## src/rtl/uart_fifo_bridge.sv

```systemverilog
// rtl/uart_fifo_bridge.sv - CPU byte bridge to a polled UART via TX/RX FIFOs; UART_FIFO_BRIDGE_IRQ_EN adds O_irq
module uart_fifo_bridge #(
    parameter int TX_DEPTH_LOG2 = 4,
    parameter int RX_DEPTH_LOG2 = 4
) (
    input  logic       I_wb_clk,
    input  logic       I_reset_n,
    input  logic [1:0] I_wb_adr,
    input  logic [7:0] I_wb_dat,
    input  logic       I_wb_stb,
    input  logic       I_wb_we,
    output logic       O_wb_ack,
    output logic [7:0] O_wb_dat,
    output logic [1:0] O_m_adr,
    output logic [7:0] O_m_dat,
    output logic       O_m_stb,
    output logic       O_m_we,
    input  logic       I_m_ack,
    input  logic [7:0] I_m_dat
`ifdef UART_FIFO_BRIDGE_IRQ_EN
    ,
    output logic       O_irq
`endif
);

    localparam int TX_DEPTH = 1 << TX_DEPTH_LOG2;
    localparam int RX_DEPTH = 1 << RX_DEPTH_LOG2;
    localparam int TX_CNT_W = TX_DEPTH_LOG2 + 1;
    localparam int RX_CNT_W = RX_DEPTH_LOG2 + 1;

    typedef enum logic [2:0] {
        ST_IDLE,
        ST_RX_POLL,
        ST_RX_READ,
        ST_TX_POLL,
        ST_TX_WRITE,
        ST_WAIT
    } state_t;

    state_t state;
    state_t pend;
    logic   prio_rx;
    logic   uart_idle;

    logic [7:0]               tx_mem [TX_DEPTH];
    logic [TX_DEPTH_LOG2-1:0] tx_wr_ptr;
    logic [TX_DEPTH_LOG2-1:0] tx_rd_ptr;
    logic [TX_CNT_W-1:0]      tx_count;
    logic [7:0]               rx_mem [RX_DEPTH];
    logic [RX_DEPTH_LOG2-1:0] rx_wr_ptr;
    logic [RX_DEPTH_LOG2-1:0] rx_rd_ptr;
    logic [RX_CNT_W-1:0]      rx_count;

    logic       tx_empty, tx_full, rx_empty, rx_full, tx_idle;
    logic       cpu_accept, cpu_rd;
    logic       tx_push, tx_pop, rx_push, rx_pop;
    logic [1:0] irq_en_rd;
    logic [7:0] status;
    logic [7:0] rd_data;

    assign tx_empty = (tx_count == '0);
    assign tx_full  = (tx_count == TX_CNT_W'(TX_DEPTH));
    assign rx_empty = (rx_count == '0);
    assign rx_full  = (rx_count == RX_CNT_W'(RX_DEPTH));
    assign tx_idle  = tx_empty && uart_idle;

    assign cpu_accept = I_wb_stb && !O_wb_ack;
    assign cpu_rd     = cpu_accept && !I_wb_we;

    // A full FIFO still takes a push when the same cycle pops it.
    assign tx_pop  = (state == ST_TX_WRITE) && !tx_empty;
    assign tx_push = cpu_accept && I_wb_we && (I_wb_adr == 2'd0) && (!tx_full || tx_pop);
    assign rx_pop  = cpu_rd && (I_wb_adr == 2'd0) && !rx_empty;
    assign rx_push = (state == ST_WAIT) && (pend == ST_RX_READ) && I_m_ack && (!rx_full || rx_pop);

    assign status = {3'b000, irq_en_rd, tx_idle, !tx_full, !rx_empty};

    always_comb begin
        rd_data = 8'h00;
        case (I_wb_adr)
            2'd0:    if (!rx_empty) rd_data = rx_mem[rx_rd_ptr];
            2'd1:    rd_data = status;
            2'd2:    rd_data = 8'(rx_count);
            default: rd_data = 8'(tx_count);
        endcase
    end

    always_ff @(posedge I_wb_clk or negedge I_reset_n) begin
        if (!I_reset_n) begin
            O_wb_ack <= 1'b0;
            O_wb_dat <= 8'h00;
        end else begin
            O_wb_ack <= cpu_accept;
            O_wb_dat <= cpu_rd ? rd_data : 8'h00;
        end
    end

`ifdef UART_FIFO_BRIDGE_IRQ_EN
    logic [1:0] irq_en;

    assign irq_en_rd = irq_en;

    always_ff @(posedge I_wb_clk or negedge I_reset_n) begin
        if (!I_reset_n) begin
            irq_en <= 2'b00;
            O_irq  <= 1'b0;
        end else begin
            if (cpu_accept && I_wb_we && (I_wb_adr == 2'd1))
                irq_en <= I_wb_dat[1:0];
            O_irq <= (irq_en[0] && !rx_empty) || (irq_en[1] && tx_idle);
        end
    end
`else
    assign irq_en_rd = 2'b00;
`endif

    always_ff @(posedge I_wb_clk) begin
        if (tx_push) tx_mem[tx_wr_ptr] <= I_wb_dat;
        if (rx_push) rx_mem[rx_wr_ptr] <= I_m_dat;
    end

    always_ff @(posedge I_wb_clk or negedge I_reset_n) begin
        if (!I_reset_n) begin
            tx_wr_ptr <= '0;
            tx_rd_ptr <= '0;
            tx_count  <= '0;
        end else begin
            if (tx_push) tx_wr_ptr <= tx_wr_ptr + TX_DEPTH_LOG2'(1);
            if (tx_pop)  tx_rd_ptr <= tx_rd_ptr + TX_DEPTH_LOG2'(1);
            case ({tx_push, tx_pop})
                2'b10:   tx_count <= tx_count + TX_CNT_W'(1);
                2'b01:   tx_count <= tx_count - TX_CNT_W'(1);
                default: tx_count <= tx_count;
            endcase
        end
    end

    always_ff @(posedge I_wb_clk or negedge I_reset_n) begin
        if (!I_reset_n) begin
            rx_wr_ptr <= '0;
            rx_rd_ptr <= '0;
            rx_count  <= '0;
        end else begin
            if (rx_push) rx_wr_ptr <= rx_wr_ptr + RX_DEPTH_LOG2'(1);
            if (rx_pop)  rx_rd_ptr <= rx_rd_ptr + RX_DEPTH_LOG2'(1);
            case ({rx_push, rx_pop})
                2'b10:   rx_count <= rx_count + RX_CNT_W'(1);
                2'b01:   rx_count <= rx_count - RX_CNT_W'(1);
                default: rx_count <= rx_count;
            endcase
        end
    end

    // Strobe states last one cycle; WAIT remembers which one issued the request.
    always_ff @(posedge I_wb_clk or negedge I_reset_n) begin
        if (!I_reset_n) begin
            state     <= ST_IDLE;
            pend      <= ST_IDLE;
            prio_rx   <= 1'b1;
            uart_idle <= 1'b1;
            O_m_stb   <= 1'b0;
            O_m_we    <= 1'b0;
            O_m_adr   <= 2'd0;
            O_m_dat   <= 8'h00;
        end else begin
            case (state)
                ST_IDLE: begin
                    if (!rx_full && (prio_rx || tx_empty)) begin
                        state   <= ST_RX_POLL;
                        O_m_stb <= 1'b1;
                        O_m_we  <= 1'b0;
                        O_m_adr <= 2'd1;
                        prio_rx <= 1'b0;
                    end else if (!tx_empty) begin
                        state   <= ST_TX_POLL;
                        O_m_stb <= 1'b1;
                        O_m_we  <= 1'b0;
                        O_m_adr <= 2'd2;
                        prio_rx <= 1'b1;
                    end
                end
                ST_RX_POLL, ST_RX_READ, ST_TX_POLL: begin
                    pend    <= state;
                    state   <= ST_WAIT;
                    O_m_stb <= 1'b0;
                end
                ST_TX_WRITE: begin
                    pend      <= ST_TX_WRITE;
                    state     <= ST_WAIT;
                    O_m_stb   <= 1'b0;
                    O_m_we    <= 1'b0;
                    uart_idle <= 1'b0;
                end
                ST_WAIT: begin
                    if (I_m_ack) begin
                        state <= ST_IDLE;
                        case (pend)
                            ST_RX_POLL: begin
                                if (I_m_dat[0]) begin
                                    state   <= ST_RX_READ;
                                    O_m_stb <= 1'b1;
                                    O_m_we  <= 1'b0;
                                    O_m_adr <= 2'd0;
                                end
                            end
                            ST_TX_POLL: begin
                                uart_idle <= I_m_dat[0];
                                if (I_m_dat[0]) begin
                                    state   <= ST_TX_WRITE;
                                    O_m_stb <= 1'b1;
                                    O_m_we  <= 1'b1;
                                    O_m_adr <= 2'd0;
                                    O_m_dat <= tx_mem[tx_rd_ptr];
                                end
                            end
                            default: state <= ST_IDLE;
                        endcase
                    end
                end
                default: state <= ST_IDLE;
            endcase
        end
    end

endmodule

```

## config.mk

```make
export PLATFORM = sky130hd
export DESIGN_NAME = uart_fifo_bridge
export DESIGN_NICKNAME = d
export VERILOG_FILES = /design/src/rtl/uart_fifo_bridge.sv
export SDC_FILE = /design/constraint.sdc
export NUM_CORES = 1
export LEC_CHECK = 0
export ABC_AREA = 1
export BUFFER_PORTS_ARGS = -buffer_cell sky130_fd_sc_hd__buf_2
export CORE_UTILIZATION = 55
export CTS_CLUSTER_SIZE = 10
export DETAILED_ROUTE_END_ITERATION = 16
export PLACE_DENSITY = 0.71
export SYNTH_ARGS = -nofsm -noshare
export SYNTH_HDL_FRONTEND = slang
export SYNTH_SLANG_ARGS = --single-unit
```

## constraint.sdc

```tcl
create_clock -name I_wb_clk -period 4 [get_ports I_wb_clk]
set_input_delay 0.4 -clock I_wb_clk [delete_from_list [all_inputs] [get_ports I_wb_clk]]
set_output_delay 0.4 -clock I_wb_clk [all_outputs]
set_load 0.01 [all_outputs]
```

==> impl_metrics.ini, run 1 <==
[grt]
grt_max_degree = 79
antenna_found_initial = 0
grt.overflow.total = 0
grt_usage_pct = 24.6
grt_pass1_vias = 8224
grt_pass1_wl_um = 45100

[die]
die_w_um = 156
start_util_pct = 56.0
rows = 56
core-area_um2 = 23400
die_area_um2 = 24500
pin_count = 44
die_h_um = 156

[place]
hpwl_um = 18100
io_buffers = 43
place_congestion = 0.834

[sta]
fin_tns_setup_ns = 0
period_share_pct = 63.6
fmax_mhz = 393
tightest_slew_ns = 0.977
period_minus_slack_ns = 2.55
slew_viol_final = 0
rsz0062_at_grt = no
finalSetupViolCount = 0
hold_viol_final = 0
finalClockSkew_ns = 0.0214
max_slew_margin_pct = 34.9

[drt]
avgRoutedWirePerCell_um = 19.0
routed_wirelength_um = 29000
vias = 8656
ant_nets = 0
route.detailed.drc = 0
initialDrtViolationCount = 955
vias_per_cell = 5.67
first_pass_iters = 6

[final_layout]
fin_util_pct = 62.5
layout-drive-gt1-share_pct = 9.69
fill_cells = 1847
syn_to_final_growth_pct = 11.5
n_antenna_cell = 0
nets = 1223

[worst_setup_path]
criticalPathCategory = register to register
cpPeakStageDelay_ns = 0.87
critPathBufInv = 1
crit_family = flip-flops
cp_slowest_cell = dfrtp_1
arrival_ns = 2.98
crit_top_cell = nand3_1
crit_path_max_fanout = 18
cp.required_ns = 4.43
start_kind = register
worstPathCellList = clkinv_1, nand3_1, nand3_1, nand3_1, nand2_1, a21oi_1
endpoint_kind = register

[yosys]
ys_seq_area_share_pct = 69.1
synth_area_per_cell_um2 = 11.5
yosys.cell_types.count = 34
netlist_area_um2 = 13100
synth_warnings = 0
ys_seq_elements = 311
netlist_instances = 1141
syn_nets = 1182

[power]
power.leakage_uw = 0.00548
pwr_density_cell_nw_per_um2 = 678
p_comb_share_pct = 28.8
sw_frac_of_total_pct = 35.8
p_seq_share_pct = 41.2
p_int_uw = 6370
p_clk_share_pct = 30.0
switchingPower_uw = 3550
vdd_drop_max_uv = 502

[outcome]
outcome = completed

[clocking]
cts_inserted_buffers = 37
cts_hold_buf = 1
cts_htree_levels = 2
cts.path.max_buffers = 3
cts_setup_buffers = 0
cts_num_sinks = 311
clk_pin_slew_ns = 0.05
worstSkewPairLatency_ns = 0.52
cts-resized-gates = 0
cts_root_buffer = clkbuf_16
tritoncts = yes

[hold_path]
holdCritPathClass = input port to register

[run]
cap_violations = 0
==> state kept, by name, indices dropped and copies added (netlist names), 4 cells and up <==
signal     count
tx_count       5
tx_wr_ptr      4
tx_rd_ptr      4
rx_rd_ptr      4
rx_count       5
tx_mem       128
rx_mem       128
O_m_dat        8
O_wb_dat       8
rx_wr_ptr      4
==> stage by stage <==
step	setup slack [ns]	power [µW]	instances	area [µm²]	hold WS, ns
6_report	1.45	9920	1527	14600	0.192
5_1_grt	1.29	10500	1527	14600	0.191
4_1_cts	1.52	9930	1527	14600	0.181
3_5_place_dp	1.45	6960	1461	13600	0.459
3_3_place_gp	1.55	6910	1461	13600	0.456
2_1_floorplan	1.77	6130	1141	13100	0.104
==> worst min-delay path: stages <==
cell and delay (ns):
buf_2 0.09, inv_1 0.09, nor2_1 0.07
==> synthesized netlist by cell type <==
cell type,number,share of area (%)
a211oi_1,1,0.057
a21oi_1,15,0.57
a21oi_2,1,0.067
a21oi_4,1,0.12
buf_2,16,0.61
buf_4,7,0.40
clkbuf_1,26,0.74
clkinv_1,4,0.11
dfrtp_1,53,10
dfstp_2,2,0.40
edfxtp_1,256,59
fa_1,2,0.31
ha_1,16,1.5
inv_1,66,1.9
inv_2,8,0.23
nand2_1,145,4.2
nand2_2,2,0.095
nand2_4,2,0.17
nand3_1,70,2.7
nand3_2,1,0.076
nand4_1,8,0.38
nor2_1,215,6.2
nor2_4,1,0.086
nor2_8,1,0.15
nor3_1,2,0.076
nor3_4,2,0.25
o211ai_1,55,3.1
o21ai_0,138,5.3
o21ai_1,3,0.11
o21ai_2,1,0.067
o22ai_1,2,0.095
o31ai_1,1,0.057
or2_4,1,0.067
xor2_1,17,1.1
==> cell type report <==
type | count | area, µm² | share of cell area [%]
tap | 319 | 399 | 2.73
sequential | 311 | 9070 | 62.0
clock inverter | 5 | 50.0 | 0.342
inverter | 78 | 293 | 2.00
clock buffer | 60 | 1010 | 6.92
multi-input combinational | 703 | 3520 | 24.1
timing repair buffer | 51 | 278 | 1.90
==> power by group through the flow <==
stage	Sequential, µW	Combinational, µW	Clock (µW)
finish	4090	2860	2970
global route	4120	3210	3150
CTS	4070	2850	3010
detailed placement	4130	2830	0
global placement	4130	2780	0
floorplan	3920	2210	0
==> layer usage <==
metal  GRT usage [%]  up-vias  part of all wire, %
met5               0        -                    0
met4            7.89        0                  2.4
met3            4.40       52                  8.0
met2            37.4      351                   45
met1            36.2     4186                   45
li1                -     4067                    -
==> logic make-up (layout without fill, tap and decap cells) <==
logic type / after synthesis / count (layout) / synth area share [%]
AO/OA/AOI/OAI: 218 / 218 / 9.57
XOR/XNOR: 17 / 17 / 1.14
adder cells (fa/ha/maj): 18 / 18 / 1.83
buffers and inverters: 127 / 194 / 3.99
flip-flops: 311 / 311 / 69.1
AND/OR/NAND/NOR: 450 / 450 / 14.3
==> final timing paths <==
| path | start | end | slack, ns | cells past startpoint |
|---|---|---|---|---|
| max in group asynchronous | I_reset_n | uart_idle | 2.57 | 3 |
| min reg2reg | O_m_we | O_m_we | 0.46 | 2 |
| min in group asynchronous | I_reset_n | O_wb_ack | 0.50 | 2 |
| max reg2reg | rx_rd_ptr[2] | O_wb_dat[0] | 1.45 | 6 |
| min | I_wb_stb | O_wb_ack | 0.19 | 3 |
| max | rx_rd_ptr[2] | O_wb_dat[0] | 1.45 | 6 |
==> layout by cell type (no fill, tap or decap), types with 3 or more instances in the layout <==
| cell type | count |
|---|---|
| buf_2 | 43 |
| inv_1 | 66 |
| a21oi_1 | 15 |
| edfxtp_1 | 256 |
| xor2_1 | 17 |
| nor2_1 | 215 |
| nand4_1 | 8 |
| o21ai_1 | 3 |
| inv_2 | 8 |
| dfrtp_1 | 50 |
| ha_1 | 16 |
| clkinv_1 | 5 |
| clkbuf_1 | 23 |
| clkbuf_16 | 37 |
| buf_4 | 7 |
| o21ai_0 | 138 |
| nand3_1 | 70 |
| o211ai_1 | 55 |
| dfrtp_2 | 3 |
| nand2_1 | 145 |
No activity file was read; power rests on OpenSTA's default activity.
==> inputs of run 2 (changes only) <==
ABC_AREA = 0   (was 1)
clock period = 2.6 ns   (was 4 ns; I/O delays follow)
==> run 2 against run 1 <==
Sequential cell count did not move. Critical endpoint is now rx_count[4]. Register-to-register slack lost 1.3 ns. Synthesized cell count decreased by 38%. Sequential share of layout area is essentially flat. Largest power group unchanged. Worst setup slack got worse by 1.3 ns. Routed wire length is 14% lower. Non-clock buffer count rose by 43.
==> impl_metrics.ini, run 2 <==
[outcome]
outcome = completed

[clocking]
clk_pin_slew_ns = 0.05
tritoncts = yes
cts_root_buffer = clkbuf_16
worstSkewPairLatency_ns = 0.51
cts_htree_levels = 2
cts.path.max_buffers = 3
cts_num_sinks = 311
cts_inserted_buffers = 37

[place]
place_congestion = 0.844
io_buffers = 43
post-place-ws_ns = 0.0555
hpwl_um = 16000
placed_cells = 1046

[die]
start_util_pct = 56.2
die_area_um2 = 23700
die_h_um = 154
die_w_um = 154
pin_count = 44
core-area_um2 = 22600
rows = 55

[sta]
rsz0062_at_grt = no
hold_viol_final = 0
fin_tns_setup_ns = 0
finalSetupViolCount = 0
slew_viol_final = 0
max_slew_margin_pct = 35.7
period_minus_slack_ns = 2.49
layout_setup_ws_ns = 0.108
fmax_mhz = 401
period_share_pct = 95.8
finalClockSkew_ns = 0.0169
holdWs_ns = 0.0639
tightest_slew_ns = 0.956

[worst_setup_path]
cp_slowest_cell = or4_1
start_kind = register
worst-r2r-cell-count = 8
reg2reg_to = rx_count[4]
crit_family = compound AO/OA/AOI/OAI gates
critPathBufInv = 0
cpPeakStageDelay_ns = 0.55
r2r_slack_ns = 0.11
endpoint_kind = register
arrival_ns = 2.87
crit_path_max_fanout = 5
cp.required_ns = 2.98
r2r-start = rx_count[1]
criticalPathCategory = register to register
worstPathCellList = or4_1, o211ai_2, nor2_2, fa_2, a21o_1, a21o_1, a31o_2, xor2_1
crit_top_cell = a21o_1

[yosys]
synth_ff_type = edfxtp_1
synth_xor_area_share_pct = 1.45
yosys.cell_types.count = 57
netlist_instances = 704
synth_warnings = 0
synth_mux_area_share_pct = 14.3
yosys.area_share.adder_pct = 1.97
synth_most_common_cell = edfxtp_1
yosys.area_share.simple_pct = 5.61
netlist_area_um2 = 12700
synthTopCellsByCount = edfxtp_1 (256), mux4_2 (67), dfrtp_1 (53), nand2_1 (42), nor2_1 (26)
ys_seq_elements = 311
synth-compound-area-share_pct = 3.68
synth_enable_flop_cells = 256
synth_top_family_by_area = multiplexers
synth_area_per_cell_um2 = 18.1
syn_nets = 745
synth_top_cell_by_area = edfxtp_1
netlist.area_leader.share_pct = 60.4
synthArstFlopShare_pct = 17.7
ys_seq_area_share_pct = 71.3
yosys-top-cells-area = edfxtp_1 (60%), mux4_2 (12%), dfrtp_1 (10%)

[grt]
grt_usage_pct = 22.1
grt_pass1_vias = 7005
grt_pass1_wl_um = 39500
grt.overflow.total = 0
antenna_found_initial = 0
grt_max_degree = 56

[drt]
avgRoutedWirePerCell_um = 22.4
routed_wirelength_um = 24800
vias_per_cell = 6.00
route.detailed.drc = 0
vias = 6653
initialDrtViolationCount = 478
ant_nets = 0
first_pass_iters = 4

[final_layout]
syn_to_final_growth_pct = 15.0
nets = 843
layout_commonest_cell = edfxtp_1
fin_cells = 1109
final_cell_mix = edfxtp_1 (256), mux4_2 (67), dfrtp_1 (51), buf_4 (48), buf_2 (43)
top_regs = rx_mem (128), tx_mem (128)
layout-drive-gt1-share_pct = 28.0
n_antenna_cell = 0

[hold_path]
hold_depth = 2
hold_end = O_wb_ack
min_from = I_wb_stb
holdCritPathClass = input port to register

[power]
pwr_density_cell_nw_per_um2 = 978
vdd_drop_max_uv = 583
power_uw = 14300
power.leakage_uw = 0.00522

[run]
cap_violations = 0
## run 2: final cells by class
cell class | instances | area (µm²)
sequential | 311 | 9070
fill | 1498 | 8010
multi-input combinational | 343 | 3460
clock buffer | 59 | 1040
timing repair buffer | 94 | 626
tap | 285 | 357
inverter | 15 | 56.3
clock inverter | 2 | 17.5
## run 2: worst max path at each step
stage | start | cells after the start | to | slack (ns)
after floorplan | rx_count[0] | 8 | rx_count[4] | 0.04
after global placement | rx_count[1] | 9 | rx_count[4] | 0.14
after detailed placement | rx_count[1] | 8 | rx_count[4] | 0.06
after CTS | rx_count[1] | 8 | rx_count[4] | 0.04
after global routing | state[1] | 5 | tx_mem[15][0] | 0.01
final | rx_count[1] | 8 | rx_count[4] | 0.11
## run 2: timing repair
action,4_1_cts,5_1_grt
endpoints found under the hold margin,53,0
endpoints found under the setup margin,0,2
hold buffers,1,0
buffers inserted,0,1
gates resized for setup,0,5
## run 2: logic make-up after synthesis
group | count (synthesis)
flip-flops | 311
AND/OR/NAND/NOR | 140
AO/OA/AOI/OAI | 67
multiplexers | 96
XOR/XNOR | 21
buffers and inverters | 50
adder cells (fa/ha/maj) | 19
## run 2: where the power goes
group	total [µW]	switching (µW)	internal, µW	leakage [µW]
clock network	4540	1820	2720	0.000509
logic	3610	1780	1830	0.00171
registers	6160	422	5740	0.00300
## run 2: layer usage
metal	track usage [%]	part of all wire, %
met4	6.19	2.0
met2	35.6	49
met1	31.5	44
met5	0	0
met3	3.75	4.7
## run 2: metrics by stage
step | cell area, µm² | utilization (%)
floorplan | 12700 | -
global placement | 13500 | 59.8
detailed placement | 13500 | 59.8
CTS | 14600 | 64.5
global route | 14600 | 64.6
finish | 14600 | 64.6
